<file path="src/rtl/combi_pkg.sv">
// Shared types and constants for the combined ARM/RISC-V pipeline.
// Holds the ISA-switch FSM state encoding and the mode encodings.
package combi_pkg;

    typedef enum logic [1:0] {
        RUN    = 2'd0,
        DRAIN  = 2'd1,
        COMMIT = 2'd2
    } mode_state_t;

    localparam logic MODE_ARM = 1'b1;
    localparam logic MODE_RV  = 1'b0;

endpackage

</file>
<file path="src/rtl/combi_sat_cnt.sv">
// Saturating up-counter with synchronous active-high reset.
// Ports: clk, reset, inc (count enable), cnt (current value, sticks at all-ones).
module combi_sat_cnt #(
    parameter int W = 16
) (
    input  logic         clk,
    input  logic         reset,
    input  logic         inc,
    output logic [W-1:0] cnt
);

    always_ff @(posedge clk) begin
        if (reset) begin
            cnt <= '0;
        end else if (inc && (cnt != '1)) begin
            cnt <= cnt + W'(1);
        end
    end

endmodule

</file>
<file path="src/rtl/combi_isa_mode_ctrl.sv">
// ISA mode controller: holds the committed ARM/RISC-V mode, and on a
// mismatching D instruction stalls F/D, drains E/M/W with bubbles, then commits.
// Ports: clk, reset (sync, active-high), InstrValidD, ArmDecD, FlushDIn,
//   HzStallD in; ArmMode, StallF, StallD, FlushE, Switching, SwitchCnt out.
// Optional feature macro COMBI_MODE_LOCK_EN adds ModeLock in / IllegalD out.
module combi_isa_mode_ctrl
    import combi_pkg::*;
#(
    parameter int DRAIN_CYCLES = 3,
    parameter bit RESET_ARM    = 1'b0,
    parameter int CNT_W        = 16
) (
    input  logic             clk,
    input  logic             reset,
    input  logic             InstrValidD,
    input  logic             ArmDecD,
    input  logic             FlushDIn,
    input  logic             HzStallD,
`ifdef COMBI_MODE_LOCK_EN
    input  logic             ModeLock,
    output logic             IllegalD,
`endif
    output logic             ArmMode,
    output logic             StallF,
    output logic             StallD,
    output logic             FlushE,
    output logic             Switching,
    output logic [CNT_W-1:0] SwitchCnt
);

    localparam int DW = $clog2(DRAIN_CYCLES + 1);
    localparam logic RST_MODE = RESET_ARM ? MODE_ARM : MODE_RV;

    mode_state_t state_q;
    mode_state_t state_d;
    logic [DW-1:0] cnt_q;
    logic tgt_q;
    logic arm_q;
    logic mismatch;
    logic mode_lock;
    logic req;
    logic busy;

`ifdef COMBI_MODE_LOCK_EN
    assign mode_lock = ModeLock;
    assign IllegalD  = InstrValidD & mismatch
                     & ~FlushDIn & ModeLock;
`else
    assign mode_lock = 1'b0;
`endif

    assign mismatch = (ArmDecD != arm_q);
    assign req = InstrValidD & mismatch & ~FlushDIn
               & ~HzStallD & ~mode_lock;

    // State register plus the datapath that rides along with it.
    always_ff @(posedge clk) begin
        if (reset) begin
            state_q <= RUN;
            cnt_q   <= '0;
            tgt_q   <= RST_MODE;
            arm_q   <= RST_MODE;
        end else begin
            state_q <= state_d;
            unique case (state_q)
                RUN: begin
                    if (req) begin
                        tgt_q <= ArmDecD;
                        cnt_q <= DW'(DRAIN_CYCLES);
                    end
                end
                DRAIN: begin
                    cnt_q <= cnt_q - DW'(1);
                end
                COMMIT: begin
                    arm_q <= tgt_q;
                end
                default: begin
                    cnt_q <= '0;
                end
            endcase
        end
    end

    // Next-state logic; inputs only matter while in RUN.
    always_comb begin
        state_d = state_q;
        unique case (state_q)
            RUN: begin
                if (req) state_d = DRAIN;
            end
            DRAIN: begin
                if (cnt_q == DW'(1)) state_d = COMMIT;
            end
            COMMIT: begin
                state_d = RUN;
            end
            default: begin
                state_d = RUN;
            end
        endcase
    end

    // Outputs decoded purely from state.
    always_comb begin
        busy = 1'b0;
        unique case (state_q)
            RUN:     busy = 1'b0;
            DRAIN:   busy = 1'b1;
            COMMIT:  busy = 1'b1;
            default: busy = 1'b0;
        endcase
    end

    assign StallF    = busy;
    assign StallD    = busy;
    assign FlushE    = busy;
    assign Switching = busy;
    assign ArmMode   = arm_q;

    combi_sat_cnt #(
        .W(CNT_W)
    ) u_sw_cnt (
        .clk  (clk),
        .reset(reset),
        .inc  (state_q == COMMIT),
        .cnt  (SwitchCnt)
    );

endmodule
</file>
<file path="config.mk">
export PLATFORM = sky130hd
export DESIGN_NAME = combi_isa_mode_ctrl
export DESIGN_NICKNAME = d
export VERILOG_FILES = /design/src/rtl/combi_pkg.sv /design/src/rtl/combi_sat_cnt.sv /design/src/rtl/combi_isa_mode_ctrl.sv
export SDC_FILE = /design/constraint.sdc
export NUM_CORES = 1
export LEC_CHECK = 0
export ABC_AREA = 1
export ABC_CLOCK_PERIOD_IN_PS = 1850
export CORE_MARGIN = 4
export CORE_UTILIZATION = 50
export CTS_CLUSTER_DIAMETER = 30
export CTS_CLUSTER_SIZE = 24
export DETAILED_ROUTE_END_ITERATION = 10
export PLACE_DENSITY = 0.78
export SKIP_CTS_REPAIR_TIMING = 1
export SLEW_MARGIN = 15
export SYNTH_ARGS = -nofsm -noshare
export SYNTH_HDL_FRONTEND = slang
export SYNTH_HIERARCHICAL = 1
export SYNTH_SLANG_ARGS = --single-unit
</file>
<file path="constraint.sdc">
create_clock -name clk -period 1.85 [get_ports clk]
set_input_delay 0.37 -clock clk [delete_from_list [all_inputs] [get_ports clk]]
set_output_delay 0.37 -clock clk [all_outputs]
set_load 0.02 [all_outputs]
</file>
; ---- Word level (Yosys, flattened, before mapping)
; Index checks and enable logic that the tools add are counted.
[totals]
ff_bits = 22
inputBits = 6
[classes]
reduce_logical = 6
addsub = 2
n_mux = 6
n_eq_ne = 7
bitwise = 6
[op_table]
columns = cell, count
row1 = $add 16x1->16 const B, 1
row2 = $ne 16x16->1 const B, 1
row3 = $mux 2, 3
row4 = $pmux 2 s3, 1
row5 = $reduce_and 2->1, 3
row6 = $eq 2x1->1 const B, 2
row7 = $ne 2x2->1 const B, 2
row8 = $pmux 2 s2, 1
row9 = $and 1x1->1, 3
row10 = $not 1->1, 3
row11 = $eq 2x2->1 const B, 1
row12 = $logic_not 2->1, 1
row13 = $reduce_or 2->1, 1
row14 = $sub 2x1->2 const B, 1
row15 = $logic_and 1x1->1, 1
row16 = $mux 1, 1
row17 = $ne 1x1->1, 1

; ---- Logic depth before layout (Yosys ltp)
; Gate-level depths: netlist of run 1.
[depth]
word_depth = 6
depth_mapped = 10
mapped_depth_nobuf = 9

; ---- Modules after synthesis
; The synthesis of run 1 kept the hierarchy.
[by_module_without_submodules]
columns = mod, cells_per_inst, seq_area_each_um2, n_inst, area_each_um2
row1 = combi_sat_cnt, 149, 320.3, 1, 929.6
row2 = combi_isa_mode_ctrl, 54, 120.1, 1, 371.6

; ---- Least setup slack after synthesis of run 1
; Ideal clock, no wire load.
[synth_timing]
path_type = reg2reg
startpoint = reg u_sw_cnt.cnt[0]
endpoint = reg u_sw_cnt.cnt[0]
path_stages_with_launch = 9
arrival_ps = 1365
required_time_ps = 1737
setup_time_ps = 113
path_slack_ps = 372
path_cell_list = dfxtp_1 ha_1 inv_1 nor2_2 nand2_2 nor2_8 nor2_4 nor2_1 nor2_1
[synth_between]
elab_chain_cells = 2
word_cells_on_any_way = 3
cone_classes = add/sub (1) / eq/ne (1) / reduce/logical (1)
[synth_lines]
columns = element, line
row1 = start: declaration, combi_sat_cnt.sv:9  ; output logic [W-1:0] cnt
row2 = start signal: assignment, combi_sat_cnt.sv:16  ; cnt <= cnt + W'(1);
row3 = "parallel branches: the longest is 2 deep, another holds $add 16x1->16", n/a
; Several ways; the timed one is not identified.
; A chain may end at the register's enable or synchronous reset.

; ---- Final worst setup path of run 1
[layout_timing]
startpoint = reg u_sw_cnt.cnt[11]
endpoint = out SwitchCnt[11]
[layout_lines]
columns = element, line
row1 = end: declaration, combi_isa_mode_ctrl.sv:28  ; output logic [CNT_W-1:0] SwitchCnt
; No word-level cell between the ends.

==> flow_summary.yaml, run 1 <==
die:
  start_util: 0.525
  rows: 18
  top_level_ports: 27
  fp.dieW_um: 59.0
  die_area_mm2: 0.00348
  die_h_um: 59.0
  core_area_mm2: 0.00248
clock_network:
  clk_pin_slew_ns: 0.12
  clock_latency_ns: 0.30
  numCtsBuffers: 3
  cts_max_level: 1
  cts_buffer_depth: 2
  clockRootBuffer: "clkbuf_4"
  cts_tree: "done"
  cts_sinks: 22
yosys:
  synth_compound_area_frac: 0.0606
  avgSynthCellArea_um2: 6.41
  synth_largest_area_cell: "dfxtp_1"
  synth_top_family_by_area: "simple AND/OR/NAND/NOR gates"
  ys_seq_elements: 22
  yosys.area_share.simple: 0.465
  yosysUniqueCellTypes: 20
  yosys_warnings: 6
  ys_seq_area_frac: 0.338
  synthAdderAreaFrac: 0.0481
  syn_nets: 214
  synthXorXnorAreaFrac: 0
  synth_top_area_share: 0.338
  synth.area.mux_share: 0
  syn-instance-count: 203
  synth_area_mm2: 0.00130
  ys_top_cells_by_area: "dfxtp_1, nand2_1, nor2_1, inv_1, nand3_1"
final_layout:
  nets: 241
  drive_gt1_frac: 0.105
  n_antenna_cell: 0
  multi_input_area_um2: 747
  area_growth_pct: 24.3
  area.sequential_um2: 440
  fillers: 226
drt:
  avgRoutedWirePerCell_um: 11.0
  drt-initial-drc-count: 41
  dr_total_vias: 1276
  dr.pass1.iters: 4
  routed_wl_um: 2840
  final_antenna_net_count: 0
  viasPerCell: 4.93
  drc_errors: 0
setup_path:
  end_kind: "output pin"
  required_ns: 1.48
  crit_type: "reg -> out"
  cpLargestDelayFamily: "buffers and inverters"
  start_kind: "register"
  cp.arrival_ns: 1.40
  path_max_fanout: 6
  critPathSlowestCell: "clkdlybuf4s50_1"
  slowest_delay_ns: 0.65
  worstPathCellList: "clkdlybuf4s50_1"
  path_buf_inv: 1
timing:
  fin_worst_skew_ns: 0.000770
  setup_tns_ns: 0
  fmax_mhz: 565
  finalHoldViolations: 0
  finalCritPeriodShare: 0.958
  fin_crit_ns: 1.77
  slew-limit-headroom: 0.750
  slew_violations: 0
  setup_viol: 0
  worst_pin_slew_ns: 0.375
  rsz0062_at_grt: "false"
  hold-worst-slack_ns: 0.477
grt:
  grt_pass1_wl_um: 4810
  grt_overflow: 0
  track_usage: 0.177
  grt_max_degree: 17
  grt_antenna_before_repair: 0
  grt_pass1_vias: 1206
flow_run:
  maxCapViolCount: 0
power:
  powerDensity_mw_per_mm2: 697
  p_clk_frac: 0.231
  p_sw_uw: 361
  power.leakage_uw: 0.000710
  p_int_uw: 765
  pwr-share-comb: 0.297
  swShare: 0.321
  pwr-share-seq: 0.472
  vdd_drop_max_uv: 582
outcome:
  status: "completed"
place:
  portBuffers: 26
  routabilityCongestion: 0.858
  dp_hpwl_um: 2280
worst_hold_path:
  hp-class: "reg -> reg"
worst paths after layout:
kind	startpoint	to	slack, ns	cells after the start
worst min-delay path	cnt_q[0]$_SDFFE_PP0P_	cnt_q[0]$_SDFFE_PP0P_	0.48	2
worst max-delay path	u_sw_cnt/cnt[11]$_SDFFE_PP0P_	SwitchCnt[11]	0.08	1
worst min register to register	cnt_q[0]$_SDFFE_PP0P_	cnt_q[0]$_SDFFE_PP0P_	0.48	2
worst max register to register	state_q[0]$_SDFFE_PP0P_	u_sw_cnt/cnt[13]$_SDFFE_PP0P_	0.24	8
stage by stage:
stage / power [uW] / std cells / setup slack [ns] / utilization / cell area (um2)
after floorplan: 779 / 203 / 0.372 / - / 1300
after global routing: 1200 / 259 / 0.0184 / 0.653 / 1620
after CTS: 1150 / 259 / -0.229 / 0.649 / 1610
after detailed placement: 883 / 255 / 0.124 / 0.634 / 1570
final: 1130 / 259 / 0.0786 / 0.653 / 1620
after global placement: 863 / 255 / 0.164 / 0.634 / 1570
metal layers:
layer | vias up | GRT usage | part of all wire
met5 | - | 0 | 0
met4 | 0 | 0.0744 | 0.0060
met3 | 2 | 0.0283 | 0.036
met2 | 28 | 0.325 | 0.51
met1 | 568 | 0.202 | 0.44
li1 | 678 | - | -
state kept, by name (all words and copies together) (netlist names):
register      flops
cnt_q             2
tgt_q             1
u_sw_cnt/cnt     16
ArmMode           1
state_q           2
cell families (layout without fill, tap and decap cells):
kind of cell / after synthesis / in the layout
simple gates: 135 / 135
buf+inv: 26 / 52
fa+ha+maj: 5 / 5
compound gates: 15 / 15
flops: 22 / 22
synthesized netlist by cell type:
cell type  instances
o21ai_0            2
a21oi_2            1
ha_1               5
nand2_2            4
nor2_8             1
or2_0              1
buf_4              3
or2_4              1
dfxtp_1           22
nand2_1           62
nor3_1             1
clkbuf_4           1
nor2_1            37
a21oi_1           12
nand3_1           13
nor2_4             2
nand4_1            3
inv_1             21
buf_2              1
nor2_2            10
layout make-up:
type	count	area share
Inverter	21	0.0487
Sequential cell	22	0.272
Multi-Input combinational cell	155	0.462
Timing Repair Buffer	27	0.172
Clock buffer	4	0.0224
Tap cell	30	0.0232
worst reg2reg max path, cell delays in order, from the launching register on:
cell and delay, ns:
dfxtp_1 0.35, inv_1 0.08, ha_1 0.38, nand3_1 0.14, or2_0 0.21, nor2_1 0.16, nand3_1 0.09, nand2_1 0.07
nor2_1 0.04
power groups by stage:
stage          logic (uW)  registers (uW)  clock network [uW]
3_5_place_dp          341             543                   0
4_1_cts               341             532                 274
3_3_place_gp          323             539                   0
6_report              335             532                 261
5_1_grt               371             537                 296
2_1_floorplan         223             555                   0
layout by cell type (no fill, tap or decap):
| cell | netlist | layout |
|---|---|---|
| a21oi_2 | 1 | 1 |
| dlymetal6s2s_1 | 0 | 4 |
| or2_4 | 1 | 1 |
| buf_4 | 3 | 1 |
| nand2_1 | 62 | 62 |
| nor3_1 | 1 | 1 |
| clkbuf_4 | 1 | 3 |
| inv_1 | 21 | 21 |
| nand4_1 | 3 | 3 |
| ha_1 | 5 | 5 |
| nand3_1 | 13 | 13 |
| clkdlybuf4s50_1 | 0 | 22 |
| nor2_2 | 10 | 10 |
| a21oi_1 | 12 | 12 |
| nor2_4 | 2 | 2 |
| clkbuf_8 | 0 | 1 |
| dfxtp_1 | 22 | 22 |
| nor2_1 | 37 | 37 |
| or2_0 | 1 | 1 |
| nor2_8 | 1 | 1 |
| o21ai_0 | 2 | 2 |
| nand2_2 | 4 | 4 |
Power figures use the tool's default switching activity.
==> run 2, diff against run 1 <==
--- a/config.mk
+++ b/config.mk
@@ -12,10 +12,9 @@
 export CTS_CLUSTER_DIAMETER = 30
 export CTS_CLUSTER_SIZE = 24
 export DETAILED_ROUTE_END_ITERATION = 10
-export PLACE_DENSITY = 0.78
+export PLACE_DENSITY = 0.79
 export SKIP_CTS_REPAIR_TIMING = 1
 export SLEW_MARGIN = 15
 export SYNTH_ARGS = -nofsm -noshare
 export SYNTH_HDL_FRONTEND = slang
-export SYNTH_HIERARCHICAL = 1
 export SYNTH_SLANG_ARGS = --single-unit
==> flow_summary.yaml, run 2 <==
outcome:
  status: "completed"
setup_path:
  crit_type: "reg -> out"
  critPathSlowestCell: "clkdlybuf4s50_1"
  required_ns: 1.48
  crit_path_start: "u_sw_cnt.cnt[2]$_SDFFE_PP0P_"
  cpLargestDelayFamily: "buffers and inverters"
  end_kind: "output pin"
  cp.arrival_ns: 1.42
  ff2ff_path_depth: 9
  worstPathCellList: "clkdlybuf4s50_1"
  r2r-end: "u_sw_cnt.cnt[15]$_SDFFE_PP0P_"
  path_buf_inv: 1
  start_kind: "register"
  worstReg2RegStart: "u_sw_cnt.cnt[0]$_SDFFE_PP0P_"
  slowest_delay_ns: 0.64
  path_max_fanout: 6
  reg2reg_slack_ns: 0.24
yosys:
  synth_most_common_cell: "nand2_1"
  ys_seq_elements: 22
  synthArstFlopShare: 0
  ys_top_cells_by_area: "dfxtp_1, nand2_1, a21oi_1, nor2_1, inv_1"
  synth_top_family_by_area: "simple AND/OR/NAND/NOR gates"
  synth_largest_area_cell: "dfxtp_1"
  syn-instance-count: 193
  synth.area.mux_share: 0
  synth_compound_area_frac: 0.0930
  yosysUniqueCellTypes: 21
  synth_area_mm2: 0.00128
  avgSynthCellArea_um2: 6.62
  yosys_warnings: 0
  ys_seq_area_frac: 0.345
  synth_top_area_share: 0.345
  synthXorXnorAreaFrac: 0.0480
  synthFlopType: "dfxtp_1"
  yosys.area_share.simple: 0.374
  ys_top_cells_by_count: "nand2_1, nor2_1, dfxtp_1, a21oi_1, inv_1"
  synth_edf_count: 0
  synthAdderAreaFrac: 0.0490
  syn_nets: 204
die:
  die_area_mm2: 0.00343
  top_level_ports: 27
  rows: 18
  start_util: 0.520
  die_h_um: 58.5
  fp.dieW_um: 58.5
  core_area_mm2: 0.00245
worst_hold_path:
  hp-class: "reg -> reg"
  min_path_cells: 2
  hold_start: "cnt_q[0]$_SDFFE_PP0P_"
  whs_endpoint: "cnt_q[0]$_SDFFE_PP0P_"
power:
  finalPower_uw: 1320
  power.leakage_uw: 0.000675
  vdd_drop_max_uv: 744
  powerDensity_mw_per_mm2: 820
timing:
  fin_worst_skew_ns: 0.00188
  finalHoldViolations: 0
  fin_crit_ns: 1.79
  setup_viol: 0
  fmax_mhz: 560
  finalCritPeriodShare: 0.965
  slew-limit-headroom: 0.745
  slew_violations: 0
  worst_pin_slew_ns: 0.381
  setup_tns_ns: 0
  rsz0062_at_grt: "false"
final_layout:
  n_antenna_cell: 0
  final_cell_mix: "nand2_1, nor2_1, dfxtp_1"
  nets: 231
  largestRegisters: "u_sw_cnt.cnt x16, cnt_q x2, state_q x2"
  area.sequential_um2: 440
  largest_register_ffs: 16
  finalInstanceArea_mm2: 0.00161
  area_growth_pct: 25.8
  multi_input_area_um2: 721
  drive_gt1_frac: 0.0548
  regMostFlops: "u_sw_cnt.cnt"
  fillers: 230
  final_common_cell: "nand2_1"
clock_network:
  cts_sinks: 22
  cts_buffer_depth: 2
  cts_max_level: 1
  clk_pin_slew_ns: 0.13
  clockRootBuffer: "clkbuf_4"
  numCtsBuffers: 3
  cts_tree: "done"
  clock_latency_ns: 0.31
drt:
  final_antenna_net_count: 0
  avgRoutedWirePerCell_um: 11.4
  routed_wl_um: 2830
  drc_errors: 0
  drt-initial-drc-count: 39
  dr.pass1.iters: 4
  dr_total_vias: 1274
  viasPerCell: 5.12
grt:
  grt_overflow: 0
  grt_pass1_wl_um: 4830
  track_usage: 0.181
  grt_pass1_vias: 1174
  grt_max_degree: 17
  grt_antenna_before_repair: 0
flow_run:
  maxCapViolCount: 0
place:
  routabilityCongestion: 0.793
  portBuffers: 26
  dp_hpwl_um: 2170
  place_area_mm2: 0.00154
[run 2: area by class of cell]
| type | instances | share of cell area |
|---|---|---|
| well taps | 30 | 0.0234 |
| clock inverters | 1 | 0.0187 |
| inverters | 18 | 0.0421 |
| multi-input cells | 147 | 0.449 |
| clock buffers | 3 | 0.0140 |
| repair buffers | 28 | 0.179 |
| flip-flops and latches | 22 | 0.274 |
[run 2: logic make-up (layout without fill, tap and decap cells)]
kind of cell	after synthesis	count (layout)
DFF	22	22
adders and majority gates	5	5
AOI/OAI and AO/OA	23	23
xor gates and xnor gates	7	7
buffers and inverters	24	50
and+or+nand+nor	112	112
[run 2: worst max path at each step]
| stage | cells after the start | to | slack (ns) |
|---|---|---|---|
| 2_1_floorplan | 9 | u_sw_cnt.cnt[1]$_SDFFE_PP0P_ | 0.25 |
| 3_3_place_gp | 3 | FlushE | 0.17 |
| 3_5_place_dp | 3 | Switching | 0.09 |
| 4_1_cts | 3 | Switching | -0.29 |
| 5_1_grt | 1 | SwitchCnt[3] | 0.003 |
| 6_report | 1 | SwitchCnt[2] | 0.06 |
[run 2: where the power goes]
| part | internal [uW] | switching (uW) |
|---|---|---|
| clock network | 219 | 158 |
| registers | 513 | 31.4 |
| logic | 159 | 237 |
| total | 891 | 426 |
[run 2: metrics by stage]
stage | std cells | hold slack, ns | util | worst slack [ns]
after floorplan | 193 | 0.434 | - | 0.254
after global placement | 245 | 0.446 | 0.628 | 0.168
after detailed placement | 245 | 0.460 | 0.628 | 0.0876
after CTS | 249 | 0.483 | 0.649 | -0.292
after global routing | 249 | 0.517 | 0.654 | 0.00270
final | 249 | 0.483 | 0.654 | 0.0644
[run 2: tightest hold or removal path: stages, from the launching register on]
cell and delay, ns:
dfxtp_1 0.35, inv_1 0.05, a21oi_1 0.06
[run 2: routing by layer]
metal | vias to the layer above | part of all wire | global-route usage
met1 | 581 | 0.44 | 0.206
met5 | - | 0 | 0
met3 | 6 | 0.030 | 0.0219
li1 | 668 | - | -
met2 | 19 | 0.51 | 0.327
met4 | 0 | 0.017 | 0.0927
==> run 3, diff against run 2 <==
--- a/config.mk
+++ b/config.mk
@@ -13,6 +13,7 @@
 export CTS_CLUSTER_SIZE = 24
 export DETAILED_ROUTE_END_ITERATION = 10
 export PLACE_DENSITY = 0.79
+export SETUP_SLACK_MARGIN = 0.05
 export SKIP_CTS_REPAIR_TIMING = 1
 export SLEW_MARGIN = 15
 export SYNTH_ARGS = -nofsm -noshare
==> flow_summary.yaml, run 3 (synthesis gave the netlist of run 2 again) <==
final_layout:
  drive_gt1_frac: 0.0685
  final_common_cell: "nand2_1"
  n_antenna_cell: 0
  nets: 231
  regMostFlops: "u_sw_cnt.cnt"
  fin_cells: 249
  area_growth_pct: 25.6
  finalInstanceArea_mm2: 0.00160
  largest_register_ffs: 16
  largestRegisters: "u_sw_cnt.cnt x16, cnt_q x2, state_q x2"
  fin_util: 0.653
  final_cell_mix: "nand2_1, nor2_1, dfxtp_1"
timing:
  worst_pin_slew_ns: 0.377
  rsz0062_at_grt: "true"
  finalCritPeriodShare: 0.949
  fin_crit_ns: 1.76
  finalHoldViolations: 0
  fin_worst_skew_ns: 0.00170
  setup_viol: 0
  slew-limit-headroom: 0.748
  slew_violations: 0
  fmax_mhz: 569
drt:
  dr_total_vias: 1280
  routed_wl_um: 2860
  avgRoutedWirePerCell_um: 11.5
  drc_errors: 0
  drt-initial-drc-count: 37
  dr.pass1.iters: 4
  final_antenna_net_count: 0
  viasPerCell: 5.14
die:
  start_util: 0.520
  core_area_mm2: 0.00245
  top_level_ports: 27
  fp.dieW_um: 58.5
  die_h_um: 58.5
  die_area_mm2: 0.00343
  rows: 18
flow_run:
  maxCapViolCount: 0
setup_path:
  slowest_delay_ns: 0.64
  path_buf_inv: 1
  crit_path_start: "u_sw_cnt.cnt[13]$_SDFFE_PP0P_"
  required_ns: 1.48
  end_kind: "output pin"
  critPathSlowestCell: "clkdlybuf4s50_1"
  worstPathCellList: "clkdlybuf4s50_1"
  path_max_fanout: 6
  worstReg2RegStart: "u_sw_cnt.cnt[0]$_SDFFE_PP0P_"
  cpLargestDelayFamily: "buffers and inverters"
  start_kind: "register"
  reg2reg_slack_ns: 0.25
  crit_type: "reg -> out"
  cp.arrival_ns: 1.39
power:
  power.leakage_uw: 0.000781
  pwr-share-seq: 0.418
  p_sw_uw: 428
  p_int_uw: 873
  swShare: 0.329
  finalPower_uw: 1300
  pwr-share-comb: 0.293
  p_clk_frac: 0.289
  vdd_drop_max_uv: 682
  powerDensity_mw_per_mm2: 811
grt:
  track_usage: 0.181
  grt_antenna_before_repair: 0
  grt_max_degree: 17
  grt_overflow: 0
  grt_pass1_vias: 1174
  grt_pass1_wl_um: 4830
worst_hold_path:
  hold_start: "cnt_q[0]$_SDFFE_PP0P_"
  hp-class: "reg -> reg"
clock_network:
  cts_max_level: 1
  cts_buffer_depth: 2
  clock_latency_ns: 0.32
  cts_tree: "done"
  cts_sinks: 22
  numCtsBuffers: 3
  clk_pin_slew_ns: 0.13
  clockRootBuffer: "clkbuf_4"
place:
  dp.cells: 245
  dp_hpwl_um: 2170
  routabilityCongestion: 0.793
  place_area_mm2: 0.00154
  portBuffers: 26
outcome:
  status: "completed"
-- run 3: cell count changes in the layout (fill, tap and decap cells not counted), sizes merged --
cell	previous run	this run
clkbuf	3	6
clkdlybuf4s50	21	13
dlymetal6s2s	5	10
-- run 3: stage by stage --
stage	hold WS (ns)	setup TNS (ns)	setup slack, ns
floorplan	0.434	0	0.254
global placement	0.446	0	0.168
detailed placement	0.460	0	0.0876
CTS	0.483	-1.13	-0.292
global route	0.517	0	0.0165
finish	0.483	0	0.0940
-- run 3: power groups by stage --
stage / Sequential [uW] / Clock (uW) / Combinational (uW)
2_1_floorplan: 566 / 0 / 280
3_3_place_gp: 548 / 0 / 393
3_5_place_dp: 554 / 0 / 405
4_1_cts: 544 / 384 / 405
5_1_grt: 550 / 398 / 423
6_report: 544 / 377 / 381
-- run 3: final timing paths --
kind                                   endpoint  cells after the start
setup / recovery                  SwitchCnt[13]                      1
hold / removal            cnt_q[0]$_SDFFE_PP0P_                      2
setup reg to reg  u_sw_cnt.cnt[15]$_SDFFE_PP0P_                      9
hold reg to reg           cnt_q[0]$_SDFFE_PP0P_                      2
-- run 3: routing by layer --
| metal | up-vias | wire length, um | share of wire | GRT usage |
|---|---|---|---|---|
| met5 | - | 0 | 0 | 0 |
| met1 | 578 | 1200 | 0.42 | 0.206 |
| li1 | 666 | - | - | - |
| met2 | 30 | 1480 | 0.52 | 0.327 |
| met3 | 6 | 130 | 0.045 | 0.0219 |
| met4 | 0 | 51 | 0.018 | 0.0927 |
-- run 3: final cells by class --
type                            instances  area (um2)
Fill cell                             225         851
Multi-Input combinational cell        147         721
Sequential cell                        22         440
Timing Repair Buffer                   28         285
Inverter                               18        67.6
Tap cell                               30        37.5
Clock inverter                          1        30.0
Clock buffer                            3        22.5
